## src/rtl/difftest_harness_ctrl_if.sv

```systemverilog
// Bundle of the DUT-facing and bench-facing signals of the difftest run controller.
// The slave modport is the controller's view; the master modport is the environment's view
// (DUT difftest outputs plus the bench-side UART FIFO access).
interface difftest_harness_ctrl_if #(
    parameter int STEP_W = 64
);
    logic                dut_reset;
    logic [63:0]         difftest_exit;
    logic [STEP_W-1:0]   difftest_step;
    logic                difftest_uart_out_valid;
    logic [7:0]          difftest_uart_out_ch;
    logic                difftest_uart_in_valid;
    logic [7:0]          difftest_uart_in_ch;
    logic                uin_push_valid;
    logic [7:0]          uin_push_ch;
    logic                uin_push_ready;
    logic                uout_pop_valid;
    logic [7:0]          uout_pop_ch;
    logic                uout_pop_ready;
    logic [1:0]          state;
    logic [63:0]         exit_code;
    logic [STEP_W-1:0]   step_count;
    logic                uout_overflow;

    modport slave (
        output dut_reset,
        input  difftest_exit,
        input  difftest_step,
        input  difftest_uart_out_valid,
        input  difftest_uart_out_ch,
        input  difftest_uart_in_valid,
        output difftest_uart_in_ch,
        input  uin_push_valid,
        input  uin_push_ch,
        output uin_push_ready,
        output uout_pop_valid,
        output uout_pop_ch,
        input  uout_pop_ready,
        output state,
        output exit_code,
        output step_count,
        output uout_overflow
    );

    modport master (
        input  dut_reset,
        output difftest_exit,
        output difftest_step,
        output difftest_uart_out_valid,
        output difftest_uart_out_ch,
        output difftest_uart_in_valid,
        input  difftest_uart_in_ch,
        output uin_push_valid,
        output uin_push_ch,
        input  uin_push_ready,
        input  uout_pop_valid,
        input  uout_pop_ch,
        output uout_pop_ready,
        input  state,
        input  exit_code,
        input  step_count,
        input  uout_overflow
    );
endinterface

```

## src/rtl/difftest_harness_ctrl.sv

```systemverilog
// difftest_harness_ctrl: run controller sitting between the sim/formal top and SimTop.
// Sequences the DUT reset, tracks RUN/DONE/TIMEOUT, accumulates committed steps with a
// no-progress watchdog, and buffers UART traffic in both directions.
// Optional macro HARNESS_FORMAL_PROPS_EN embeds immediate assertions and covers.
module difftest_harness_ctrl #(
    parameter int RESET_CYCLES = 1,
    parameter int WDOG_CYCLES  = 4096,
    parameter int STEP_W       = 64,
    parameter int UOUT_DEPTH   = 16,
    parameter int UIN_DEPTH    = 8
) (
    input  logic                   clock,
    input  logic                   reset,
    difftest_harness_ctrl_if.slave bus
);

    localparam int RC_W  = (RESET_CYCLES > 1) ? $clog2(RESET_CYCLES) : 1;
    localparam int WD_W  = (WDOG_CYCLES > 0) ? $clog2(WDOG_CYCLES + 1) : 1;
    localparam int UO_AW = $clog2(UOUT_DEPTH);
    localparam int UI_AW = $clog2(UIN_DEPTH);

    localparam logic [RC_W-1:0] RC_LAST = RC_W'(RESET_CYCLES - 1);
    localparam logic [WD_W-1:0] WD_LAST = WD_W'(WDOG_CYCLES - 1);

    typedef enum logic [1:0] {
        ST_RESET   = 2'd0,
        ST_RUN     = 2'd1,
        ST_DONE    = 2'd2,
        ST_TIMEOUT = 2'd3
    } state_e;

    state_e             state_q, state_d;
    logic               dut_reset_q, dut_reset_d;
    logic [RC_W-1:0]    rst_cnt_q, rst_cnt_d;
    logic [WD_W-1:0]    wdog_q, wdog_d;
    logic [63:0]        exit_code_q, exit_code_d;
    logic [STEP_W-1:0]  step_q, step_d;
    logic [STEP_W:0]    step_sum_s;
    logic [STEP_W-1:0]  step_sat_s;
    logic               wdog_hit_s;

    // UART-out FIFO (DUT -> bench)
    logic [7:0]         uo_mem [UOUT_DEPTH];
    logic [UO_AW:0]     uo_wr_q, uo_wr_d, uo_rd_q, uo_rd_d;
    logic               uo_ovf_q, uo_ovf_d;
    logic               uo_full_s, uo_empty_s, uo_push_req_s, uo_push_s, uo_pop_s;

    // UART-in FIFO (bench -> DUT)
    logic [7:0]         ui_mem [UIN_DEPTH];
    logic [UI_AW:0]     ui_wr_q, ui_wr_d, ui_rd_q, ui_rd_d;
    logic               ui_full_s, ui_empty_s, ui_push_s, ui_pop_s;
    logic [7:0]         uin_ch_s;

    // Full/empty from the wrap bit of the read and write pointers.
    always_comb begin
        uo_empty_s = (uo_wr_q == uo_rd_q);
        uo_full_s  = (uo_wr_q[UO_AW] != uo_rd_q[UO_AW]) &&
                     (uo_wr_q[UO_AW-1:0] == uo_rd_q[UO_AW-1:0]);
        ui_empty_s = (ui_wr_q == ui_rd_q);
        ui_full_s  = (ui_wr_q[UI_AW] != ui_rd_q[UI_AW]) &&
                     (ui_wr_q[UI_AW-1:0] == ui_rd_q[UI_AW-1:0]);
    end

    // Saturating step accumulation and watchdog expiry detection.
    always_comb begin
        step_sum_s = {1'b0, step_q} + {1'b0, bus.difftest_step};
        if (step_sum_s[STEP_W]) begin
            step_sat_s = '1;
        end else begin
            step_sat_s = step_sum_s[STEP_W-1:0];
        end
        if (WDOG_CYCLES == 0) begin
            wdog_hit_s = 1'b0;
        end else begin
            wdog_hit_s = (bus.difftest_step == '0) && (wdog_q == WD_LAST);
        end
    end

    // Run-state FSM next state: reset sequencing, step/watchdog tracking, exit latching.
    always_comb begin
        state_d     = state_q;
        dut_reset_d = dut_reset_q;
        rst_cnt_d   = rst_cnt_q;
        wdog_d      = wdog_q;
        exit_code_d = exit_code_q;
        step_d      = step_q;
        case (state_q)
            ST_RESET: begin
                if (rst_cnt_q == RC_LAST) begin
                    state_d     = ST_RUN;
                    dut_reset_d = 1'b0;
                    rst_cnt_d   = '0;
                end else begin
                    dut_reset_d = 1'b1;
                    rst_cnt_d   = rst_cnt_q + RC_W'(1'b1);
                end
            end
            ST_RUN: begin
                dut_reset_d = 1'b0;
                step_d      = step_sat_s;
                if (bus.difftest_step != '0) begin
                    wdog_d = '0;
                end else if (WDOG_CYCLES != 0) begin
                    wdog_d = wdog_q + WD_W'(1'b1);
                end else begin
                    wdog_d = wdog_q;
                end
                // An exit request takes priority over a simultaneous watchdog expiry.
                if (bus.difftest_exit != 64'd0) begin
                    state_d     = ST_DONE;
                    exit_code_d = bus.difftest_exit;
                end else if (wdog_hit_s) begin
                    state_d = ST_TIMEOUT;
                end else begin
                    state_d = ST_RUN;
                end
            end
            ST_DONE, ST_TIMEOUT: begin
                dut_reset_d = 1'b0;
            end
            default: begin
                state_d     = ST_RESET;
                dut_reset_d = 1'b1;
            end
        endcase
    end

    // FIFO pointer and overflow next state.
    always_comb begin
        uo_push_req_s = bus.difftest_uart_out_valid && (state_q == ST_RUN);
        uo_pop_s      = !uo_empty_s && bus.uout_pop_ready && (state_q != ST_RESET);
        // A full FIFO still accepts a push when a pop frees the head slot in the same cycle.
        uo_push_s     = uo_push_req_s && (!uo_full_s || uo_pop_s);
        ui_push_s     = bus.uin_push_valid && !ui_full_s && (state_q != ST_RESET);
        ui_pop_s      = bus.difftest_uart_in_valid && (state_q == ST_RUN) && !ui_empty_s && !reset;

        if (uo_push_s) begin
            uo_wr_d = uo_wr_q + (UO_AW + 1)'(1'b1);
        end else begin
            uo_wr_d = uo_wr_q;
        end
        if (uo_pop_s) begin
            uo_rd_d = uo_rd_q + (UO_AW + 1)'(1'b1);
        end else begin
            uo_rd_d = uo_rd_q;
        end
        if (uo_push_req_s && uo_full_s && !uo_pop_s) begin
            uo_ovf_d = 1'b1;
        end else begin
            uo_ovf_d = uo_ovf_q;
        end
        if (ui_push_s) begin
            ui_wr_d = ui_wr_q + (UI_AW + 1)'(1'b1);
        end else begin
            ui_wr_d = ui_wr_q;
        end
        if (ui_pop_s) begin
            ui_rd_d = ui_rd_q + (UI_AW + 1)'(1'b1);
        end else begin
            ui_rd_d = ui_rd_q;
        end
    end

    // Character returned to the DUT: FIFO head when a request is served, else idle 0xFF.
    always_comb begin
        if (ui_pop_s) begin
            uin_ch_s = ui_mem[ui_rd_q[UI_AW-1:0]];
        end else begin
            uin_ch_s = 8'hFF;
        end
    end

    // Control registers with synchronous active-high reset.
    always_ff @(posedge clock) begin
        if (reset) begin
            state_q     <= ST_RESET;
            dut_reset_q <= 1'b1;
            rst_cnt_q   <= '0;
            wdog_q      <= '0;
            exit_code_q <= 64'd0;
            step_q      <= '0;
            uo_wr_q     <= '0;
            uo_rd_q     <= '0;
            uo_ovf_q    <= 1'b0;
            ui_wr_q     <= '0;
            ui_rd_q     <= '0;
        end else begin
            state_q     <= state_d;
            dut_reset_q <= dut_reset_d;
            rst_cnt_q   <= rst_cnt_d;
            wdog_q      <= wdog_d;
            exit_code_q <= exit_code_d;
            step_q      <= step_d;
            uo_wr_q     <= uo_wr_d;
            uo_rd_q     <= uo_rd_d;
            uo_ovf_q    <= uo_ovf_d;
            ui_wr_q     <= ui_wr_d;
            ui_rd_q     <= ui_rd_d;
        end
    end

    // FIFO storage writes; contents need no reset because the pointers define validity.
    always_ff @(posedge clock) begin
        if (uo_push_s && !reset) begin
            uo_mem[uo_wr_q[UO_AW-1:0]] <= bus.difftest_uart_out_ch;
        end
        if (ui_push_s && !reset) begin
            ui_mem[ui_wr_q[UI_AW-1:0]] <= bus.uin_push_ch;
        end
    end

    assign bus.dut_reset           = reset | dut_reset_q;
    assign bus.state               = state_q;
    assign bus.exit_code           = exit_code_q;
    assign bus.step_count          = step_q;
    assign bus.uout_overflow       = uo_ovf_q;
    assign bus.uout_pop_valid      = !uo_empty_s;
    assign bus.uout_pop_ch         = uo_mem[uo_rd_q[UO_AW-1:0]];
    assign bus.uin_push_ready      = !ui_full_s;
    assign bus.difftest_uart_in_ch = uin_ch_s;

`ifdef HARNESS_FORMAL_PROPS_EN
    state_e            prev_state_q;
    logic [STEP_W-1:0] prev_step_q;
    logic              prev_valid_q;
    logic [UO_AW:0]    uo_cnt_s;
    logic [UI_AW:0]    ui_cnt_s;

    assign uo_cnt_s = uo_wr_q - uo_rd_q;
    assign ui_cnt_s = ui_wr_q - ui_rd_q;

    // History of the previous cycle for the transition and monotonicity checks.
    always_ff @(posedge clock) begin
        if (reset) begin
            prev_valid_q <= 1'b0;
            prev_state_q <= ST_RESET;
            prev_step_q  <= '0;
        end else begin
            prev_valid_q <= 1'b1;
            prev_state_q <= state_q;
            prev_step_q  <= step_q;
        end
    end

    // Invariants and reachability points, inactive while reset is high.
    always_ff @(posedge clock) begin
        if (!reset) begin
            if (prev_valid_q && (prev_state_q == ST_DONE || prev_state_q == ST_TIMEOUT)) begin
                assert (state_q == prev_state_q);
            end
            assert ((state_q == ST_RESET) || !dut_reset_q);
            assert (uo_cnt_s <= (UO_AW + 1)'(UOUT_DEPTH));
            assert (ui_cnt_s <= (UI_AW + 1)'(UIN_DEPTH));
            if (prev_valid_q) begin
                assert (step_q >= prev_step_q);
            end
            cover (state_q == ST_DONE);
            cover (state_q == ST_TIMEOUT);
            cover (uo_ovf_q);
            cover (ui_full_s);
        end
    end
`else
    // Property code is compiled only when HARNESS_FORMAL_PROPS_EN is defined.
`endif

endmodule

```

## src/flat_wrapper.sv

```systemverilog
// flat-port wrapper written by rule: the top's interface ports become plain ports
module difftest_harness_ctrl_flat 
#(
    parameter int RESET_CYCLES = 1,
    parameter int WDOG_CYCLES  = 4096,
    parameter int STEP_W       = 64,
    parameter int UOUT_DEPTH   = 16,
    parameter int UIN_DEPTH    = 8
)
  (clock, reset, bus_dut_reset, bus_difftest_exit, bus_difftest_step, bus_difftest_uart_out_valid, bus_difftest_uart_out_ch, bus_difftest_uart_in_valid, bus_difftest_uart_in_ch, bus_uin_push_valid, bus_uin_push_ch, bus_uin_push_ready, bus_uout_pop_valid, bus_uout_pop_ch, bus_uout_pop_ready, bus_state, bus_exit_code, bus_step_count, bus_uout_overflow);
  difftest_harness_ctrl_if #(.STEP_W(STEP_W)) bus_i ();
  input  logic clock;
  input  logic reset;
  output wire logic [$bits(bus_i.dut_reset)-1:0] bus_dut_reset;
  input wire logic [$bits(bus_i.difftest_exit)-1:0] bus_difftest_exit;
  input wire logic [$bits(bus_i.difftest_step)-1:0] bus_difftest_step;
  input wire logic [$bits(bus_i.difftest_uart_out_valid)-1:0] bus_difftest_uart_out_valid;
  input wire logic [$bits(bus_i.difftest_uart_out_ch)-1:0] bus_difftest_uart_out_ch;
  input wire logic [$bits(bus_i.difftest_uart_in_valid)-1:0] bus_difftest_uart_in_valid;
  output wire logic [$bits(bus_i.difftest_uart_in_ch)-1:0] bus_difftest_uart_in_ch;
  input wire logic [$bits(bus_i.uin_push_valid)-1:0] bus_uin_push_valid;
  input wire logic [$bits(bus_i.uin_push_ch)-1:0] bus_uin_push_ch;
  output wire logic [$bits(bus_i.uin_push_ready)-1:0] bus_uin_push_ready;
  output wire logic [$bits(bus_i.uout_pop_valid)-1:0] bus_uout_pop_valid;
  output wire logic [$bits(bus_i.uout_pop_ch)-1:0] bus_uout_pop_ch;
  input wire logic [$bits(bus_i.uout_pop_ready)-1:0] bus_uout_pop_ready;
  output wire logic [$bits(bus_i.state)-1:0] bus_state;
  output wire logic [$bits(bus_i.exit_code)-1:0] bus_exit_code;
  output wire logic [$bits(bus_i.step_count)-1:0] bus_step_count;
  output wire logic [$bits(bus_i.uout_overflow)-1:0] bus_uout_overflow;
  assign bus_dut_reset = bus_i.dut_reset;
  assign bus_i.difftest_exit = bus_difftest_exit;
  assign bus_i.difftest_step = bus_difftest_step;
  assign bus_i.difftest_uart_out_valid = bus_difftest_uart_out_valid;
  assign bus_i.difftest_uart_out_ch = bus_difftest_uart_out_ch;
  assign bus_i.difftest_uart_in_valid = bus_difftest_uart_in_valid;
  assign bus_difftest_uart_in_ch = bus_i.difftest_uart_in_ch;
  assign bus_i.uin_push_valid = bus_uin_push_valid;
  assign bus_i.uin_push_ch = bus_uin_push_ch;
  assign bus_uin_push_ready = bus_i.uin_push_ready;
  assign bus_uout_pop_valid = bus_i.uout_pop_valid;
  assign bus_uout_pop_ch = bus_i.uout_pop_ch;
  assign bus_i.uout_pop_ready = bus_uout_pop_ready;
  assign bus_state = bus_i.state;
  assign bus_exit_code = bus_i.exit_code;
  assign bus_step_count = bus_i.step_count;
  assign bus_uout_overflow = bus_i.uout_overflow;
  difftest_harness_ctrl #(.RESET_CYCLES(RESET_CYCLES), .WDOG_CYCLES(WDOG_CYCLES), .STEP_W(STEP_W), .UOUT_DEPTH(UOUT_DEPTH), .UIN_DEPTH(UIN_DEPTH)) u_core (.clock(clock), .reset(reset), .bus(bus_i));
endmodule
```

## config.mk

```make
export PLATFORM = sky130hd
export DESIGN_NAME = difftest_harness_ctrl_flat
export DESIGN_NICKNAME = d
export VERILOG_FILES = /design/src/rtl/difftest_harness_ctrl_if.sv /design/src/rtl/difftest_harness_ctrl.sv /design/src/flat_wrapper.sv
export SDC_FILE = /design/constraint.sdc
export NUM_CORES = 1
export LEC_CHECK = 0
export BUFFER_PORTS_ARGS = -buffer_cell sky130_fd_sc_hd__buf_2
export CAP_MARGIN = 20
export CORE_MARGIN = 2
export CORE_UTILIZATION = 40
export CTS_CLUSTER_SIZE = 40
export DETAILED_ROUTE_END_ITERATION = 6
export GPL_ROUTABILITY_DRIVEN = 0
export GPL_TIMING_DRIVEN = 1
export SLEW_MARGIN = 25
export SYNTH_ARGS = -nofsm -noshare
export SYNTH_HDL_FRONTEND = slang
export SYNTH_SLANG_ARGS = --single-unit
```

## constraint.sdc

```tcl
create_clock -name clock -period 3.8 [get_ports clock]
set_clock_uncertainty 0.1 [all_clocks]
set_input_delay 0.95 -clock clock [delete_from_list [all_inputs] [get_ports clock]]
set_output_delay 0.95 -clock clock [all_outputs]
set_load 0.03 [all_outputs]
```

# Word level (Yosys, flattened, before mapping)
# Memory sizes are Yosys's and may differ from the RTL's. A register that Yosys moved wholly into a read port is not among the register bits.
# Cells that the tools add are included.
# classes
n_addsub	7
mul	0
n_div	0
magnitude_cmp	0
n_eq_ne	11
shift	0
n_mux	18
bitwise_logic	1
n_reduce_logical	32
# op_table
operator	n
$reduce_bool 64->1	2
$add 64x64->65	1
$logic_not 64->1	1
$mux 64	1
$logic_and 1x1->1	16
$add 13x1->13 const B	1
$eq 13x12->1 const B	1
$mux 13	1
$add 5x1->5 const B	2
$add 4x1->4 const B	2
$eq 4x4->1	2
$mux 4	2
$mux 8	1
$logic_not 1->1	6
$mux 1	6
$mux 2	3
$mux 3	2
$eq 5x5->1	1
$eq 2x2->1 const B	2
$pmux 2 s2	1
$reduce_and 2->1	2
$reduce_bool 2->1	2
$eq 3x3->1	1
$reduce_or 3->1	1
8 further kinds	9
# totals
reg_bits	164
latchBits	0
ramBits	192
mem_bits_ro	0
in_bits	150
word_cells	82
n_memories	2
# mem_list
name	depth	word_bits	rd	rd_clocked_by_memory_dff	write_ports	line	source
u_core.uo_mem	16	8	1	1	1	difftest_harness_ctrl.sv:43	logic [7:0] uo_mem [UOUT_DEPTH];
u_core.ui_mem	8	8	1	1	1	difftest_harness_ctrl.sv:49	logic [7:0] ui_mem [UIN_DEPTH];

# Logic depth before layout (Yosys ltp)
# logic_depth
ltp_word	9
ltp_mapped	14
ltp_nobuf	12

# Worst setup path after synthesis
# No wires, ideal clock.
# synth_path
path_type	input -> register
startpoint	input port bus_difftest_step[0]
endpoint	register u_core.step_q[45], in the netlist u_core.bus.step_count[45]
setup_time_ns	0.120
t_arrival_ns	3.572
setup_slack_ns	0.009
cell_stages	13
cell_sequence	ha_1 fa_1 a211oi_1 o211ai_1 nand3_1 a2111oi_4 o21ba_1 a2111o_1 nand4_2 a21boi_2 or2_1 buf_6 a211o_1
# synth_via
elab_chain_len	2
# synth_rtl
item	line	source
start: declaration	flat_wrapper.sv:16	input wire logic [$bits(bus_i.difftest_step)-1:0] bus_difftest_step;
$add 64x64->65	difftest_harness_ctrl.sv:66	step_sum_s = {1'b0, step_q} + {1'b0, bus.difftest_step};
$mux 64	difftest_harness_ctrl.sv:67	if (step_sum_s[STEP_W]) begin
end signal: assignment	difftest_harness_ctrl.sv:193	step_q <= step_d;
end: declaration	difftest_harness_ctrl.sv:37	logic [STEP_W-1:0] step_q, step_d;
# Every way passes these cells.
# A chain may end at the register's enable or synchronous reset.

==> impl_metrics.xml <==
<?xml version="1.0" encoding="UTF-8"?>
<metrics>
  <group name="clock_network">
    <metric name="clockRootBuffer" unit="">sky130_fd_sc_hd__clkbuf_16</metric>
    <metric name="hold_buffers" unit="">0</metric>
    <metric name="cts-buffers-inserted" unit="">41</metric>
    <metric name="clock_tree.buffer_depth" unit="">3</metric>
    <metric name="worstSkewPairLatency" unit="ns">0.59</metric>
    <metric name="tritoncts_num_sinks" unit="">362</metric>
    <metric name="cts_resized" unit="">0</metric>
    <metric name="cts.htree.levels" unit="">2</metric>
    <metric name="tritoncts" unit="">done</metric>
    <metric name="post-cts-setup-buffer-count" unit="">0</metric>
    <metric name="clk_pin_slew" unit="ns">0.06</metric>
  </group>
  <group name="timing">
    <metric name="timing.final.max_slew_violations" unit="">0</metric>
    <metric name="final_critical_path_time_including_i_o_delays_and_setup" unit="ns">3.66</metric>
    <metric name="setup_viol_count_final" unit="">0</metric>
    <metric name="rsz0062_at_grt" unit="">false</metric>
    <metric name="timing.fmax" unit="MHz">273</metric>
    <metric name="final_hold_viol_count" unit="">0</metric>
    <metric name="final.setup.tns" unit="ns">0</metric>
    <metric name="worst-slew-pin-transition" unit="ns">1.05</metric>
    <metric name="fin_crit_sh" unit="%">96.4</metric>
    <metric name="timing.slew.headroom" unit="%">29.7</metric>
    <metric name="smallest_hold_slack" unit="ns">0.349</metric>
  </group>
  <group name="synthesis">
    <metric name="synth_edf_count" unit="">192</metric>
    <metric name="synth_top_family_by_area" unit="">compound AO/OA/AOI/OAI gates</metric>
    <metric name="syn_area" unit="sq um">17600</metric>
    <metric name="synthTopCellsByArea" unit="">sky130_fd_sc_hd__edfxtp_1 33%, sky130_fd_sc_hd__dfxtp_1 19%, sky130_fd_sc_hd__mux4_2 7.2%</metric>
    <metric name="mappedNetlistNets" unit="">1845</metric>
    <metric name="synth.largest_area_cell" unit="">sky130_fd_sc_hd__edfxtp_1</metric>
    <metric name="synthCells" unit="">1622</metric>
    <metric name="mux_cell_area_share_after_synthesis" unit="%">7.92</metric>
    <metric name="yosysSeqAreaShare" unit="%">52.1</metric>
    <metric name="synth_xor_area_share" unit="%">4.33</metric>
    <metric name="synth-compound-area-share" unit="%">14.2</metric>
    <metric name="synth-simple-area-share" unit="%">13.5</metric>
    <metric name="adder_cell_area_share_of_the_yosys_netlist" unit="%">5.24</metric>
    <metric name="count_of_unique_library_cells_instantiated_by_yosys" unit="">76</metric>
    <metric name="postSynth.asyncResetShare" unit="%">0</metric>
    <metric name="yosys.area.top_type_share" unit="%">32.8</metric>
    <metric name="yosys_warnings" unit="">0</metric>
    <metric name="postSynthAreaPerCell" unit="sq um">10.8</metric>
    <metric name="dominantRegCellSynth" unit="">sky130_fd_sc_hd__edfxtp_1</metric>
    <metric name="ys_ff_latch" unit="">362</metric>
  </group>
  <group name="drt">
    <metric name="wl_per_cell" unit="um">18.8</metric>
    <metric name="totalWireLength" unit="um">49000</metric>
    <metric name="vias_per_inst" unit="">5.40</metric>
    <metric name="route.detailed.drc" unit="">0</metric>
    <metric name="drtPass1Iterations" unit="">5</metric>
    <metric name="route.vias.total" unit="">14069</metric>
    <metric name="initialDrtViolationCount" unit="">859</metric>
    <metric name="detail-route-antenna-nets" unit="">0</metric>
  </group>
  <group name="finish">
    <metric name="final_layout_size_suffix_gt1_share" unit="%">27.9</metric>
    <metric name="layout.cells.most_common_list" unit="">298 x sky130_fd_sc_hd__buf_2, 210 x sky130_fd_sc_hd__nand2_1, 192 x sky130_fd_sc_hd__edfxtp_1</metric>
    <metric name="antenna_cells" unit="">0</metric>
    <metric name="num-nets-final" unit="">2212</metric>
    <metric name="commonest_non_fill_non_tap_cell_in_the_layout" unit="">sky130_fd_sc_hd__buf_2</metric>
    <metric name="final.fill_count" unit="">3924</metric>
    <metric name="growth_of_design_area_from_synthesis_to_finish" unit="%">24.0</metric>
  </group>
  <group name="power">
    <metric name="power.total" unit="W">0.0117</metric>
    <metric name="power-per-cell-area" unit="nW/um^2">536</metric>
    <metric name="irDropWorstVdd" unit="uV">322</metric>
    <metric name="cellLeakagePower" unit="nW">8.75</metric>
  </group>
  <group name="worst_setup_path">
    <metric name="worst_r2r_path_depth" unit="">12</metric>
    <metric name="timing.critical_path.depth" unit="">4</metric>
    <metric name="crit_buf_inv" unit="">2</metric>
    <metric name="crit_required" unit="ns">2.75</metric>
    <metric name="r2r-start" unit="">u_core.bus.step_count[0]</metric>
    <metric name="cp-start-kind" unit="">register</metric>
    <metric name="max_stage_delay" unit="ns">0.57</metric>
    <metric name="cpMaxStageDelayCell" unit="">sky130_fd_sc_hd__dfxtp_2</metric>
    <metric name="top_fanout_value_on_the_critical_path" unit="">14</metric>
    <metric name="crit_family" unit="">multiplexers</metric>
    <metric name="timing.critical_path.mode_cell" unit="">sky130_fd_sc_hd__mux4_2</metric>
    <metric name="path_class" unit="">reg -&gt; out</metric>
    <metric name="worstPathCellList" unit="">buf_12 &gt; mux4_2 &gt; mux4_2 &gt; buf_2</metric>
    <metric name="arrival" unit="ns">2.61</metric>
    <metric name="endpoint_kind" unit="">output port</metric>
  </group>
  <group name="floorplan">
    <metric name="floorplan.die.height" unit="um">214</metric>
    <metric name="die_w" unit="um">214</metric>
    <metric name="starting_density" unit="%">40.7</metric>
    <metric name="core.rowCount" unit="">76</metric>
    <metric name="full_die_area" unit="sq um">45700</metric>
    <metric name="io_count" unit="">300</metric>
    <metric name="core_area" unit="sq um">43300</metric>
  </group>
  <group name="grt">
    <metric name="grt_pass1_vias" unit="">13870</metric>
    <metric name="all_layer_gr_usage" unit="%">21.0</metric>
    <metric name="grt_pass1_wl" unit="um">75100</metric>
    <metric name="largest_net_degree_at_the_start_of_global_routing" unit="">90</metric>
    <metric name="globalRoute.totalOverflow" unit="">0</metric>
    <metric name="grt_antenna_before_repair" unit="">0</metric>
  </group>
  <group name="hold_path">
    <metric name="hold_path_startpoint" unit="">u_core.bus.exit_code[18]</metric>
    <metric name="holdPathStages" unit="">2</metric>
    <metric name="min_path_type" unit="">reg -&gt; reg</metric>
  </group>
  <group name="status">
    <metric name="run_status" unit="">complete, no violations</metric>
  </group>
  <group name="run">
    <metric name="drv.max_cap_violation_count" unit="">0</metric>
  </group>
  <group name="placed_design">
    <metric name="buffer_ports.inserted" unit="">299</metric>
    <metric name="detailed_placement_hpwl" unit="um">35700</metric>
  </group>
</metrics>
state kept, by name, summed over array words and instances, names as in the netlist, 4 cells and up, named ones only:
signal,count
u_core.uo_rd_q,5
u_core.ui_wr_q,4
u_core.uo_wr_q,5
u_core.wdog_q,13
u_core.uo_mem,128
u_core.ui_rd_q,4
u_core.bus.exit_code,64
u_core.bus.step_count,64
u_core.ui_mem,64
kinds of logic after synthesis:
group | count (synthesis)
AND/OR/NAND/NOR | 517
adder cells (fa/ha/maj) | 73
multiplexers | 69
XOR/XNOR | 87
flip-flops | 362
buffers and inverters | 113
AO/OA/AOI/OAI | 401
synthesized netlist by cell type, types with 37 or more instances:
cell type and count:
sky130_fd_sc_hd__xnor2_1 37, sky130_fd_sc_hd__a21o_1 37, sky130_fd_sc_hd__nor4_1 40, sky130_fd_sc_hd__mux4_2 56
sky130_fd_sc_hd__nand2_1 210, sky130_fd_sc_hd__clkbuf_1 63, sky130_fd_sc_hd__xor2_1 50, sky130_fd_sc_hd__dfxtp_1 170
sky130_fd_sc_hd__ha_1 72, sky130_fd_sc_hd__o21ai_0 79, sky130_fd_sc_hd__edfxtp_1 192, sky130_fd_sc_hd__nor2_1 123
sky130_fd_sc_hd__a21oi_1 172
path summary, 6_finish.rpt:
kind                                             endpoint  slack (ns)
worst max-delay path                   bus_uout_pop_ch[3]        0.14
worst min-delay path             u_core.bus.exit_code[18]        0.35
worst max register to register  u_core.bus.step_count[45]        0.31
worst min register to register   u_core.bus.exit_code[18]        0.35
per-layer routing:
layer  GRT usage, %  vias to the layer above  wire length, um
met3           4.03                       81             2910
met2           34.4                      413            23400
met4           6.75                        0             1310
met1           28.3                     6804            21400
met5              0                        -                0
li1               -                     6771                -
stage by stage:
step / std cells / utilization [%] / setup slack [ns] / instance area [sq um]
4_1_cts: 2603 / 50.4 / 0.0621 / 21800
5_1_grt: 2603 / 50.4 / 0.00636 / 21800
3_3_place_gp: 2531 / 47.1 / -0.295 / 20400
2_1_floorplan: 1622 / - / 0.00865 / 17600
3_5_place_dp: 2531 / 47.1 / -0.395 / 20400
6_report: 2603 / 50.4 / 0.137 / 21800
final cells by class:
type                    instances  area, sq um  area share, %
flip-flops and latches        362         9170           42.0
multi-input cells            1147         7990           36.6
repair buffers                413         2420           11.1
clock buffers                  50         1080           4.95
well taps                     585          732           3.36
clock inverters                22          334           1.53
inverters                      24         90.1          0.413
worst min-delay path: stages (launching register included):
cell                      delay (ns)
sky130_fd_sc_hd__dfxtp_1        0.30
sky130_fd_sc_hd__nand2_1        0.05
sky130_fd_sc_hd__a21oi_1        0.05
where the power goes:
group	internal (W)	switching, W	total, W
registers	0.00432	0.000191	0.00451
logic	0.00114	0.00185	0.00299
clock network	0.00252	0.00167	0.00419
total	0.00799	0.00370	0.0117
Note: power is estimated with default switching activity, not from simulation.
